<file path="src/rtl/ftl_op_arb_if.sv">
// Client-channel and op_page signal bundle around ftl_op_arb.
// The arbiter takes the slave view; the clients plus ftl_physical take the master view.
interface ftl_op_arb_if #(
  parameter int NCH = 4,
  parameter int PW  = 16,
  parameter int BW  = 16,
  parameter int SW  = 42
);
  logic [NCH-1:0]    ch_do;
  logic [NCH*3-1:0]  ch_cmd;
  logic [NCH*PW-1:0] ch_num;
  logic [NCH*BW-1:0] ch_bram;
  logic [NCH*SW-1:0] ch_spare_wr;
  logic [NCH-1:0]    ch_ack;
  logic [NCH-1:0]    ch_done;
  logic              ch_status;
  logic [SW-1:0]     ch_spare_rd;

  logic              op_page_do;
  logic [2:0]        op_page_cmd;
  logic [PW-1:0]     op_page_num;
  logic [BW-1:0]     op_page_bram;
  logic [SW-1:0]     op_page_spare_wr;
  logic              op_page_status;
  logic [SW-1:0]     op_page_spare_rd;
  logic              op_page_ack;
  logic              op_page_done;

  modport slave (
    input  ch_do, ch_cmd, ch_num, ch_bram, ch_spare_wr,
    input  op_page_status, op_page_spare_rd, op_page_ack, op_page_done,
    output ch_ack, ch_done, ch_status, ch_spare_rd,
    output op_page_do, op_page_cmd, op_page_num, op_page_bram, op_page_spare_wr
  );

  modport master (
    output ch_do, ch_cmd, ch_num, ch_bram, ch_spare_wr,
    output op_page_status, op_page_spare_rd, op_page_ack, op_page_done,
    input  ch_ack, ch_done, ch_status, ch_spare_rd,
    input  op_page_do, op_page_cmd, op_page_num, op_page_bram, op_page_spare_wr
  );
endinterface

</file>
<file path="src/rtl/ftl_op_arb.sv">
// Round-robin arbiter funnelling NCH client page operations onto the single ftl_physical op_page port.
// Define FTL_OP_TIMEOUT_EN to add the op watchdog (err_timeout); without it err_timeout is tied 0.
//   state     | meaning
//   IDLE      | no op outstanding, arbitrating ch_do
//   ISSUE     | op_page_do held, waiting for op_page_ack
//   WAIT_DONE | accepted by physical, waiting for op_page_done
module ftl_op_arb #(
  parameter int  NCH         = 4,
  parameter int  PW          = 16,
  parameter int  BW          = 16,
  parameter int  SW          = 42,
  parameter int  TIMEOUT_CYC = 1000000,
  localparam int IW          = $clog2(NCH)
) (
  input  logic          clk_50,
  input  logic          reset_n,
  ftl_op_arb_if.slave   bus,
  output logic [IW-1:0] grant_idx,
  output logic          busy,
  output logic          err_timeout
);

  typedef enum logic [1:0] {IDLE, ISSUE, WAIT_DONE} state_t;

  state_t          state, state_nx;
  logic [IW-1:0]   last_q, last_nx;
  logic [IW-1:0]   grant_q, grant_nx;
  logic [IW-1:0]   pick;
  logic            found;
  logic            load;
  logic            do_q, do_nx;
  logic [NCH-1:0]  ack_q, ack_nx;
  logic [NCH-1:0]  done_q, done_nx;
  logic            status_q, status_nx;
  logic [SW-1:0]   srd_q, srd_nx;
  logic [2:0]      cmd_q;
  logic [PW-1:0]   num_q;
  logic [BW-1:0]   bram_q;
  logic [SW-1:0]   swr_q;
  logic            timeout_hit;

  // Search starts just past the last completed channel so it loses ties.
  always_comb begin
    found = 1'b0;
    pick  = '0;
    for (int k = 1; k <= NCH; k++) begin
      if (!found && bus.ch_do[(int'(last_q) + k) % NCH]) begin
        found = 1'b1;
        pick  = IW'((int'(last_q) + k) % NCH);
      end
    end
  end

  always_comb begin
    state_nx  = state;
    last_nx   = last_q;
    grant_nx  = grant_q;
    do_nx     = do_q;
    ack_nx    = '0;
    done_nx   = '0;
    status_nx = status_q;
    srd_nx    = srd_q;
    load      = 1'b0;
    case (state)
      IDLE: begin
        if (found) begin
          grant_nx = pick;
          load     = 1'b1;
          do_nx    = 1'b1;
          state_nx = ISSUE;
        end
      end
      ISSUE: begin
        if (bus.op_page_ack && bus.op_page_done) begin
          ack_nx[grant_q]  = 1'b1;
          done_nx[grant_q] = 1'b1;
          do_nx            = 1'b0;
          status_nx        = bus.op_page_status;
          srd_nx           = bus.op_page_spare_rd;
          last_nx          = grant_q;
          state_nx         = IDLE;
        end else if (timeout_hit) begin
          // The client never saw its ack, so it gets one alongside the failed done.
          ack_nx[grant_q]  = 1'b1;
          done_nx[grant_q] = 1'b1;
          do_nx            = 1'b0;
          status_nx        = 1'b1;
          srd_nx           = '0;
          last_nx          = grant_q;
          state_nx         = IDLE;
        end else if (bus.op_page_ack) begin
          ack_nx[grant_q] = 1'b1;
          do_nx           = 1'b0;
          state_nx        = WAIT_DONE;
        end
      end
      WAIT_DONE: begin
        if (bus.op_page_done) begin
          done_nx[grant_q] = 1'b1;
          status_nx        = bus.op_page_status;
          srd_nx           = bus.op_page_spare_rd;
          last_nx          = grant_q;
          state_nx         = IDLE;
        end else if (timeout_hit) begin
          done_nx[grant_q] = 1'b1;
          status_nx        = 1'b1;
          srd_nx           = '0;
          last_nx          = grant_q;
          state_nx         = IDLE;
        end
      end
      default: state_nx = IDLE;
    endcase
  end

  always_ff @(posedge clk_50 or negedge reset_n) begin
    if (!reset_n) begin
      state    <= IDLE;
      last_q   <= IW'(NCH - 1);
      grant_q  <= '0;
      do_q     <= 1'b0;
      ack_q    <= '0;
      done_q   <= '0;
      status_q <= 1'b0;
      srd_q    <= '0;
      cmd_q    <= '0;
      num_q    <= '0;
      bram_q   <= '0;
      swr_q    <= '0;
    end else begin
      state    <= state_nx;
      last_q   <= last_nx;
      grant_q  <= grant_nx;
      do_q     <= do_nx;
      ack_q    <= ack_nx;
      done_q   <= done_nx;
      status_q <= status_nx;
      srd_q    <= srd_nx;
      if (load) begin
        cmd_q  <= bus.ch_cmd[int'(pick)*3 +: 3];
        num_q  <= bus.ch_num[int'(pick)*PW +: PW];
        bram_q <= bus.ch_bram[int'(pick)*BW +: BW];
        swr_q  <= bus.ch_spare_wr[int'(pick)*SW +: SW];
      end
    end
  end

`ifdef FTL_OP_TIMEOUT_EN
  localparam int CW = $clog2(TIMEOUT_CYC + 1);

  logic [CW-1:0] cnt_q;
  logic          err_q;

  // Held at zero while idle, so every op starts counting from zero in its first ISSUE cycle.
  always_ff @(posedge clk_50 or negedge reset_n) begin
    if (!reset_n) begin
      cnt_q <= '0;
      err_q <= 1'b0;
    end else begin
      if (state == IDLE) cnt_q <= '0;
      else               cnt_q <= cnt_q + CW'(1);
      if (timeout_hit && !(bus.op_page_done && (state == WAIT_DONE || bus.op_page_ack)))
        err_q <= 1'b1;
    end
  end

  assign timeout_hit = (state != IDLE) && (cnt_q == CW'(TIMEOUT_CYC - 1));
  assign err_timeout = err_q;
`else
  assign timeout_hit = 1'b0;
  assign err_timeout = 1'b0;
`endif

  assign bus.op_page_do       = do_q;
  assign bus.op_page_cmd      = cmd_q;
  assign bus.op_page_num      = num_q;
  assign bus.op_page_bram     = bram_q;
  assign bus.op_page_spare_wr = swr_q;
  assign bus.ch_ack           = ack_q;
  assign bus.ch_done          = done_q;
  assign bus.ch_status        = status_q;
  assign bus.ch_spare_rd      = srd_q;
  assign grant_idx            = grant_q;
  assign busy                 = (state != IDLE);

endmodule

</file>
<file path="src/flat_wrapper.sv">
// flat-port wrapper written by rule: the top's interface ports become plain ports
module ftl_op_arb_flat 
#(
  parameter int  NCH         = 4,
  parameter int  PW          = 16,
  parameter int  BW          = 16,
  parameter int  SW          = 42,
  parameter int  TIMEOUT_CYC = 1000000,
  localparam int IW          = $clog2(NCH)
)
  (clk_50, reset_n, grant_idx, busy, err_timeout, bus_ch_do, bus_ch_cmd, bus_ch_num, bus_ch_bram, bus_ch_spare_wr, bus_op_page_status, bus_op_page_spare_rd, bus_op_page_ack, bus_op_page_done, bus_ch_ack, bus_ch_done, bus_ch_status, bus_ch_spare_rd, bus_op_page_do, bus_op_page_cmd, bus_op_page_num, bus_op_page_bram, bus_op_page_spare_wr);
  ftl_op_arb_if #(.NCH(NCH), .PW(PW), .BW(BW), .SW(SW)) bus_i ();
  input  logic clk_50;
  input  logic reset_n;
  output logic [IW-1:0] grant_idx;
  output logic busy;
  output logic err_timeout;
  input wire logic [$bits(bus_i.ch_do)-1:0] bus_ch_do;
  input wire logic [$bits(bus_i.ch_cmd)-1:0] bus_ch_cmd;
  input wire logic [$bits(bus_i.ch_num)-1:0] bus_ch_num;
  input wire logic [$bits(bus_i.ch_bram)-1:0] bus_ch_bram;
  input wire logic [$bits(bus_i.ch_spare_wr)-1:0] bus_ch_spare_wr;
  input wire logic [$bits(bus_i.op_page_status)-1:0] bus_op_page_status;
  input wire logic [$bits(bus_i.op_page_spare_rd)-1:0] bus_op_page_spare_rd;
  input wire logic [$bits(bus_i.op_page_ack)-1:0] bus_op_page_ack;
  input wire logic [$bits(bus_i.op_page_done)-1:0] bus_op_page_done;
  output wire logic [$bits(bus_i.ch_ack)-1:0] bus_ch_ack;
  output wire logic [$bits(bus_i.ch_done)-1:0] bus_ch_done;
  output wire logic [$bits(bus_i.ch_status)-1:0] bus_ch_status;
  output wire logic [$bits(bus_i.ch_spare_rd)-1:0] bus_ch_spare_rd;
  output wire logic [$bits(bus_i.op_page_do)-1:0] bus_op_page_do;
  output wire logic [$bits(bus_i.op_page_cmd)-1:0] bus_op_page_cmd;
  output wire logic [$bits(bus_i.op_page_num)-1:0] bus_op_page_num;
  output wire logic [$bits(bus_i.op_page_bram)-1:0] bus_op_page_bram;
  output wire logic [$bits(bus_i.op_page_spare_wr)-1:0] bus_op_page_spare_wr;
  assign bus_i.ch_do = bus_ch_do;
  assign bus_i.ch_cmd = bus_ch_cmd;
  assign bus_i.ch_num = bus_ch_num;
  assign bus_i.ch_bram = bus_ch_bram;
  assign bus_i.ch_spare_wr = bus_ch_spare_wr;
  assign bus_i.op_page_status = bus_op_page_status;
  assign bus_i.op_page_spare_rd = bus_op_page_spare_rd;
  assign bus_i.op_page_ack = bus_op_page_ack;
  assign bus_i.op_page_done = bus_op_page_done;
  assign bus_ch_ack = bus_i.ch_ack;
  assign bus_ch_done = bus_i.ch_done;
  assign bus_ch_status = bus_i.ch_status;
  assign bus_ch_spare_rd = bus_i.ch_spare_rd;
  assign bus_op_page_do = bus_i.op_page_do;
  assign bus_op_page_cmd = bus_i.op_page_cmd;
  assign bus_op_page_num = bus_i.op_page_num;
  assign bus_op_page_bram = bus_i.op_page_bram;
  assign bus_op_page_spare_wr = bus_i.op_page_spare_wr;
  ftl_op_arb #(.NCH(NCH), .PW(PW), .BW(BW), .SW(SW), .TIMEOUT_CYC(TIMEOUT_CYC)) u_core (.clk_50(clk_50), .reset_n(reset_n), .bus(bus_i), .grant_idx(grant_idx), .busy(busy), .err_timeout(err_timeout));
endmodule
</file>
<file path="config.mk">
export PLATFORM = sky130hd
export DESIGN_NAME = ftl_op_arb_flat
export DESIGN_NICKNAME = d
export VERILOG_FILES = /design/src/rtl/ftl_op_arb_if.sv /design/src/rtl/ftl_op_arb.sv /design/src/flat_wrapper.sv
export SDC_FILE = /design/constraint.sdc
export NUM_CORES = 1
export LEC_CHECK = 0
export CELL_PAD_IN_SITES_DETAIL_PLACEMENT = 1
export CELL_PAD_IN_SITES_GLOBAL_PLACEMENT = 1
export CORE_AREA = 3 3 190 192
export DETAILED_ROUTE_END_ITERATION = 16
export DIE_AREA = 0 0 193 195
export DONT_BUFFER_PORTS = 1
export GPL_ROUTABILITY_DRIVEN = 0
export MAX_ROUTING_LAYER = met4
export PLACE_DENSITY = 0.56
export SETUP_SLACK_MARGIN = 0.4
export SYNTH_ARGS = -nofsm -noshare
export SYNTH_HDL_FRONTEND = slang
export SYNTH_SLANG_ARGS = --single-unit
</file>
<file path="constraint.sdc">
create_clock -name clk_50 -period 7.1 [get_ports clk_50]
set_clock_uncertainty 0.15 [all_clocks]
set_input_delay 0.71 -clock clk_50 [delete_from_list [all_inputs] [get_ports clk_50]]
set_output_delay 0.71 -clock clk_50 [all_outputs]
set_load 0.01 [all_outputs]
</file>
# After elaboration in Yosys (flattened, before gate mapping)
# Index checks and enable logic that the tools add are counted.
# word_totals
register_bits	135
inputBits	359
out_inout_bits	133
# classes
addsub	4
n_mul	2
n_lt_le_gt_ge	6
n_eq_ne	6
shifts	4
mux	48
bitwise	4
n_reduce_logical	20
# op_table
operator	count
variable part select 168 x 32 -> 42 bit	1
variable part select 64 x 7 -> 16 bit	2
two-way mux 42 bit	2
one-hot mux 42 bit (2 select lines)	1
variable part select 12 x 32 -> 3 bit	1
two-way mux 1 bit	20
two-way mux 2 bit	10
two-way mux 4 bit	5
less-than comparator 3 x 4 -> 1 bit (second input constant)	4
AND reduction 3 bit	3
binary-select mux 1 bit (select 2 bit)	4
one-hot mux 4 bit (2 select lines)	1
OR reduction 2 bit	4
multiplier 2 x 5 -> 7 bit (second input constant)	1
one-hot mux 2 bit (3 select lines)	1
nonzero test 2 bit	3
logical AND 1 bit	5
adder 2 x 1 -> 2 bit (second input constant)	2
adder 2 bit (second input constant)	2
AND 1 bit (first input constant)	4
multiplier 2 x 2 -> 4 bit (second input constant)	1
!= test 2 x 1 -> 1 bit (second input constant)	2
one-hot mux 1 bit (2 select lines)	2
one-hot mux 2 bit (2 select lines)	1
10 further kinds	12

# Logic depth before layout (Yosys ltp)
# logic_depth
word_depth	18
ltp_mapped	10
depth_no_buf	7

# Least setup slack after synthesis
# No wires, ideal clock.
# synth_path
path_type	input to register
start	in bus_ch_do[3]
end	reg u_core.num_q[0] (netlist: u_core.bus.op_page_num[0])
setup_time_ns	0.151
arrival_time_ns	2.048
required_ns	6.799
slack_ns	4.751
cell_stages	8
n_path_buf	3
path_cell_list	a21bo_2 > a21oi_4 > or3_1 > buf_2 > buf_4 > buf_6 > a211oi_2 > a211oi_2
# synth_between
elab_chain_cells	15
elab_cells_between_ends	29
# synth_rtl
element	line_no	rtl
start: declaration	flat_wrapper.sv:18	input wire logic [$bits(bus_i.ch_do)-1:0] bus_ch_do;
parallel branches: the longest is 15 deep, another holds binary-select mux 1 bit (select 2 bit)	-	
end signal: assignment	ftl_op_arb.sv:141	num_q <= bus.ch_num[int'(pick)*PW +: PW];
end: declaration	ftl_op_arb.sv:37	logic [PW-1:0] num_q;
# Parallel ways; which one is timed is not known. The select of a mux whose other input is x is not followed.
# A chain may end at the register's enable or synchronous reset.

# Worst setup path after layout
# layout_path
start	reg u_core.last_q[1]
end	reg u_core.swr_q[10] (netlist: u_core.bus.op_page_spare_wr[10])
# layout_between
elab_chain_cells	16
elab_cells_between_ends	34
# layout_rtl
element	line_no	rtl
start: declaration	ftl_op_arb.sv:26	logic [IW-1:0] last_q, last_nx;
start signal: assignment	ftl_op_arb.sv:119	last_q <= IW'(NCH - 1);
start signal: assignment	ftl_op_arb.sv:132	last_q <= last_nx;
adder 2 x 1 -> 2 bit	ftl_op_arb.sv:47, ftl_op_arb.sv:49	
binary-select mux 1 bit (select 2 bit)	ftl_op_arb.sv:47	if (!found && bus.ch_do[(int'(last_q) + k) % NCH]) begin
two-way mux 1 bit (not written as such) (2 in a row)	ftl_op_arb.sv:47	
two-way mux 1 bit	ftl_op_arb.sv:47	
logical NOT 1 bit	ftl_op_arb.sv:47	
logical AND 1 bit	ftl_op_arb.sv:47	
two-way mux 1 bit	ftl_op_arb.sv:47	
logical NOT 1 bit	ftl_op_arb.sv:47	
logical AND 1 bit	ftl_op_arb.sv:47	
two-way mux 1 bit	ftl_op_arb.sv:47	
logical NOT 1 bit	ftl_op_arb.sv:47	
logical AND 1 bit	ftl_op_arb.sv:47	
two-way mux 2 bit / two-way mux 1 bit (equally long branches)	ftl_op_arb.sv:47	
multiplier 2 x 5 -> 7 bit / two-way mux 1 bit (equally long branches)	ftl_op_arb.sv:143, ftl_op_arb.sv:66	
variable part select 168 x 32 -> 42 bit / two-way mux 1 bit (equally long branches)	ftl_op_arb.sv:143, ftl_op_arb.sv:64	
end signal: assignment	ftl_op_arb.sv:143	swr_q <= bus.ch_spare_wr[int'(pick)*SW +: SW];
end: declaration	ftl_op_arb.sv:39	logic [SW-1:0] swr_q;
# Parallel ways exist; a longest one is shown, timed or not. The select of a mux whose other input is x is not followed.

==> impl_summary.log <==
INFO  metric run_status = completed
INFO  metric die_h = 195 um
INFO  metric hold_viol = 0
INFO  metric grt_first_pass_wirelength = 42.73 mm
INFO  metric power-per-cell-area = between 400 and 500 nW/um^2
INFO  metric effective_utilization_at_floorplan = 22.66%
INFO  metric critical_path_peak_fanout = between 60 and 70
INFO  metric routed_via_density = approximately 5
INFO  metric synth_simple_gate_area_share = 14.80%
INFO  metric final_layout_size_suffix_gt1_share = about a fifth
INFO  metric timing.setup.tns = 0 ps
INFO  metric maximum_number_of_pins_on_one_net_before_global_route_repair = between 100 and 150
INFO  metric final_net_count = 1103
INFO  metric gr-usage-met2 = 27.46%
INFO  metric grt_most_used_layer = met2
INFO  metric buffer_ports.inserted = 0
INFO  metric layout-area-overhead-vs-synth = 12.21%
INFO  metric max_cap_violations = 0
INFO  metric worst_ir_drop_vdd = approximately 0.00026 V
INFO  metric route.detailed.drc = 0
INFO  metric core_area = 34540 um^2
INFO  metric yosys.cell_types.count = 33
INFO  metric tritoncts.num_buffers = 17
INFO  metric leakagePower = roughly 0.0035 uW
INFO  metric area.sequential = around 3400 um^2
INFO  metric ys.warnings.count = 0
INFO  metric global_route.usage.met3 = 4.381%
INFO  metric synth_edf_count = 0
INFO  metric cts_tree = built
INFO  metric timing.rr.end = u_core.bus.op_page_spare_wr[10]
INFO  metric hpwl = 21.24 mm
INFO  metric final.period_utilization = 49.98%
INFO  metric netlist_top_cells_count = sky130_fd_sc_hd__dfrtp_1 (133), sky130_fd_sc_hd__a211oi_1 (95), sky130_fd_sc_hd__nor2_1 (91), sky130_fd_sc_hd__nand2_1 (86), sky130_fd_sc_hd__nor3_1 (80)
INFO  metric syn_area = 7829 um^2
INFO  metric drt_wl_total = 29.65 mm
INFO  metric post_synth_inst_count = about 800
INFO  metric chipWidth = 193 um
INFO  metric postSynthNetCount = 1144
INFO  metric yosys.area_share.adder = less than 1%
INFO  metric synth-seq-area-share = 43.18%
INFO  metric met1_usage = 17.29%
INFO  metric gr-usage-all-layers = 15.60%
INFO  metric ant_nets = 0
INFO  metric cp.required = 7290 ps
INFO  metric timing.setup.critical_path_class = reg -> reg
INFO  metric ctsLongestPathBuffers = 2
INFO  metric worst_hold_path_type = in -> async
INFO  metric flip_flop_and_latch_count_after_synthesis = between 100 and 150
INFO  metric synth_largest_area_cell = sky130_fd_sc_hd__dfrtp_1
INFO  metric yosysMostFrequentCell = sky130_fd_sc_hd__dfrtp_1
INFO  metric synth_xor_xnor_area_share = 0%
INFO  metric synth_top_area_share = around 43%
INFO  metric cts-root-buf = sky130_fd_sc_hd__clkbuf_16
INFO  metric antenna_violations_before_repair = 0
INFO  metric postSynth.topFlopCell = sky130_fd_sc_hd__dfrtp_1
INFO  metric synth.mux.area_fraction = 16.72%
INFO  metric worst_ep_arrival_time = 3740 ps
INFO  metric asyncSetResetFlopFracSynth = 100.0%
INFO  metric placement_rows = 68
INFO  metric fmax = around 280 MHz
INFO  metric clock_sink_count = between 100 and 150
INFO  metric detail_route.iter0.violations = ~150
INFO  metric gr-total-overflow = 0
INFO  metric fill_cell_count = 3980
INFO  metric cts_clock_pin_slew_for_the_worst_setup_and_hold_paths = 70 ps
INFO  metric antenna_cells = 0
INFO  metric final.min_clock_period = approximately 3500 ps
INFO  metric area_enclosed_by_the_die_boundary = about 38000 um^2
INFO  metric postLayoutSetupSlackWorst = 3552 ps
INFO  metric synth.top_cells.by_area = sky130_fd_sc_hd__dfrtp_1 (43%), sky130_fd_sc_hd__mux2i_1 (10%), sky130_fd_sc_hd__a211oi_2 (9.4%)
INFO  metric avgRoutedWirePerCell = approximately 25 um
INFO  metric slew_of_the_pin_with_the_lowest_slew_margin = between 1000 and 1500 ps
INFO  metric grt_pass1_vias = between 6000 and 7000
INFO  metric via_count = between 6000 and 7000
INFO  metric reg2reg_setup_slack = approximately 3600 ps
INFO  metric rsz0062_at_grt = no
INFO  metric multi_input_logic_area = 4099 um^2
INFO  metric synth-compound-area-share = 19.91%
INFO  metric worst_slew_margin_rel = 29.18%
INFO  metric crit_end_element = register
INFO  metric final-max-slew-violation-count = 0
INFO  metric drt_pass1_iterations = 4
INFO  metric crit-reg2reg-launch = u_core.last_q[1]
INFO  metric place_ws = about 3400 ps
INFO  metric post_synth.cell_area_avg = 10.01 um^2
INFO  metric worst-r2r-cell-count = 6
INFO  metric postCtsSetupRepairBufs = 0
INFO  metric dominant_combinational_cell_family_by_area_after_synthesis = compound AO/OA/AOI/OAI gates
INFO  metric ios = 492
INFO  metric start_kind = register
INFO  metric number_of_failing_setup_endpoints_in_the_final_timing_report = 0
INFO  metric worstSkewPairLatency = ~430 ps
INFO  metric holdWs = around 70 ps
INFO  metric cts-htree-levels = 4
==> cell families after synthesis <==
group / Yosys count
flip-flops: 135
AND/OR/NAND/NOR: 270
other: 1
multiplexers: 125
AO/OA/AOI/OAI: 169
adder cells (fa/ha/maj): 3
buffers and inverters: 79
==> area by class of cell <==
type	instances	area share, %
Inverter	6	0.2564
Tap cell	455	6.481
Clock inverter	14	1.780
Timing Repair Buffer	13	1.339
Clock buffer	18	4.999
Multi-Input combinational cell	568	46.66
Sequential cell	135	38.48
==> registers in the layout (all words and copies together), names as in the netlist <==
signal	cells
u_core.bus.ch_ack	4
u_core.bus.op_page_spare_wr	42
u_core.bus.op_page_do	1
u_core.bus.op_page_num	16
u_core.bus.op_page_cmd	3
u_core.grant_idx	2
u_core.last_q	2
u_core.bus.ch_status	1
u_core.bus.ch_spare_rd	42
u_core.state	2
u_core.bus.ch_done	4
u_core.bus.op_page_bram	16
==> layout by cell type, fill, tap and decap left out, drive strengths merged, types with 2 or more instances in the layout <==
master    instances
a211oi          154
dfrtp           133
nor2             92
nand2            86
nor3             81
mux2i            79
mux2             46
clkbuf           18
inv              15
buf              13
nand2b            6
a21oi             6
o21ai             4
ha                3
nand3b            2
clkinvlp          2
dfstp             2
clkinv            2
==> power breakdown <==
part	total [uW]	internal (uW)	switching, uW	leakage [uW]
sequential	1660	1160	505	0.00155
clock	927	509	418	0.000287
combinational	1670	664	1010	0.00165
==> worst max-delay path by stage <==
stage / start / endpoint / slack [ps] / depth (start not counted)
after floorplan: bus_ch_do[3] / u_core.bus.op_page_num[0] / 4750 / 8
after global placement: bus_ch_do[3] / u_core.bus.op_page_spare_wr[22] / 3500 / 6
after detailed placement: bus_ch_do[3] / u_core.bus.op_page_spare_wr[10] / 3400 / 6
after CTS: u_core.last_q[1] / u_core.bus.op_page_spare_wr[10] / 3450 / 6
after global routing: u_core.last_q[1] / u_core.bus.op_page_spare_wr[22] / 3300 / 6
final: u_core.last_q[1] / u_core.bus.op_page_spare_wr[10] / 3550 / 6
==> repair_timing <==
action / in CTS / in global routing
resized for setup: 0 / 0
hold buffers: 1 / 0
hold endpoints to repair: 135 / 0
==> metrics by stage <==
stage,util (%),area (um^2),std cells,total power (uW)
finish,25.43,8785,1209,4261
global route,25.43,8785,1209,4569
CTS,25.43,8785,1209,4352
detailed placement,23.63,8162,1176,3380
global placement,23.63,8162,1176,3324
floorplan,-,7829,782,2896
==> routing by layer <==
| metal | wire (um) | share of wire (%) |
|---|---|---|
| met1 | 11500 | 39 |
| met2 | 15440 | 52 |
| met3 | 2274 | 7.7 |
| met4 | 442 | 1.5 |
| met5 | 0 | 0 |
==> worst max-delay path, cell delays in order (launching register included) <==
cell and delay [ps]:
sky130_fd_sc_hd__dfstp_2 620, sky130_fd_sc_hd__mux2i_1 140, sky130_fd_sc_hd__nor2_4 770, sky130_fd_sc_hd__or3_4 410, sky130_fd_sc_hd__buf_4 770, sky130_fd_sc_hd__a211oi_1 230, sky130_fd_sc_hd__a211oi_1 260
Note: power is estimated with default switching activity, not from simulation.
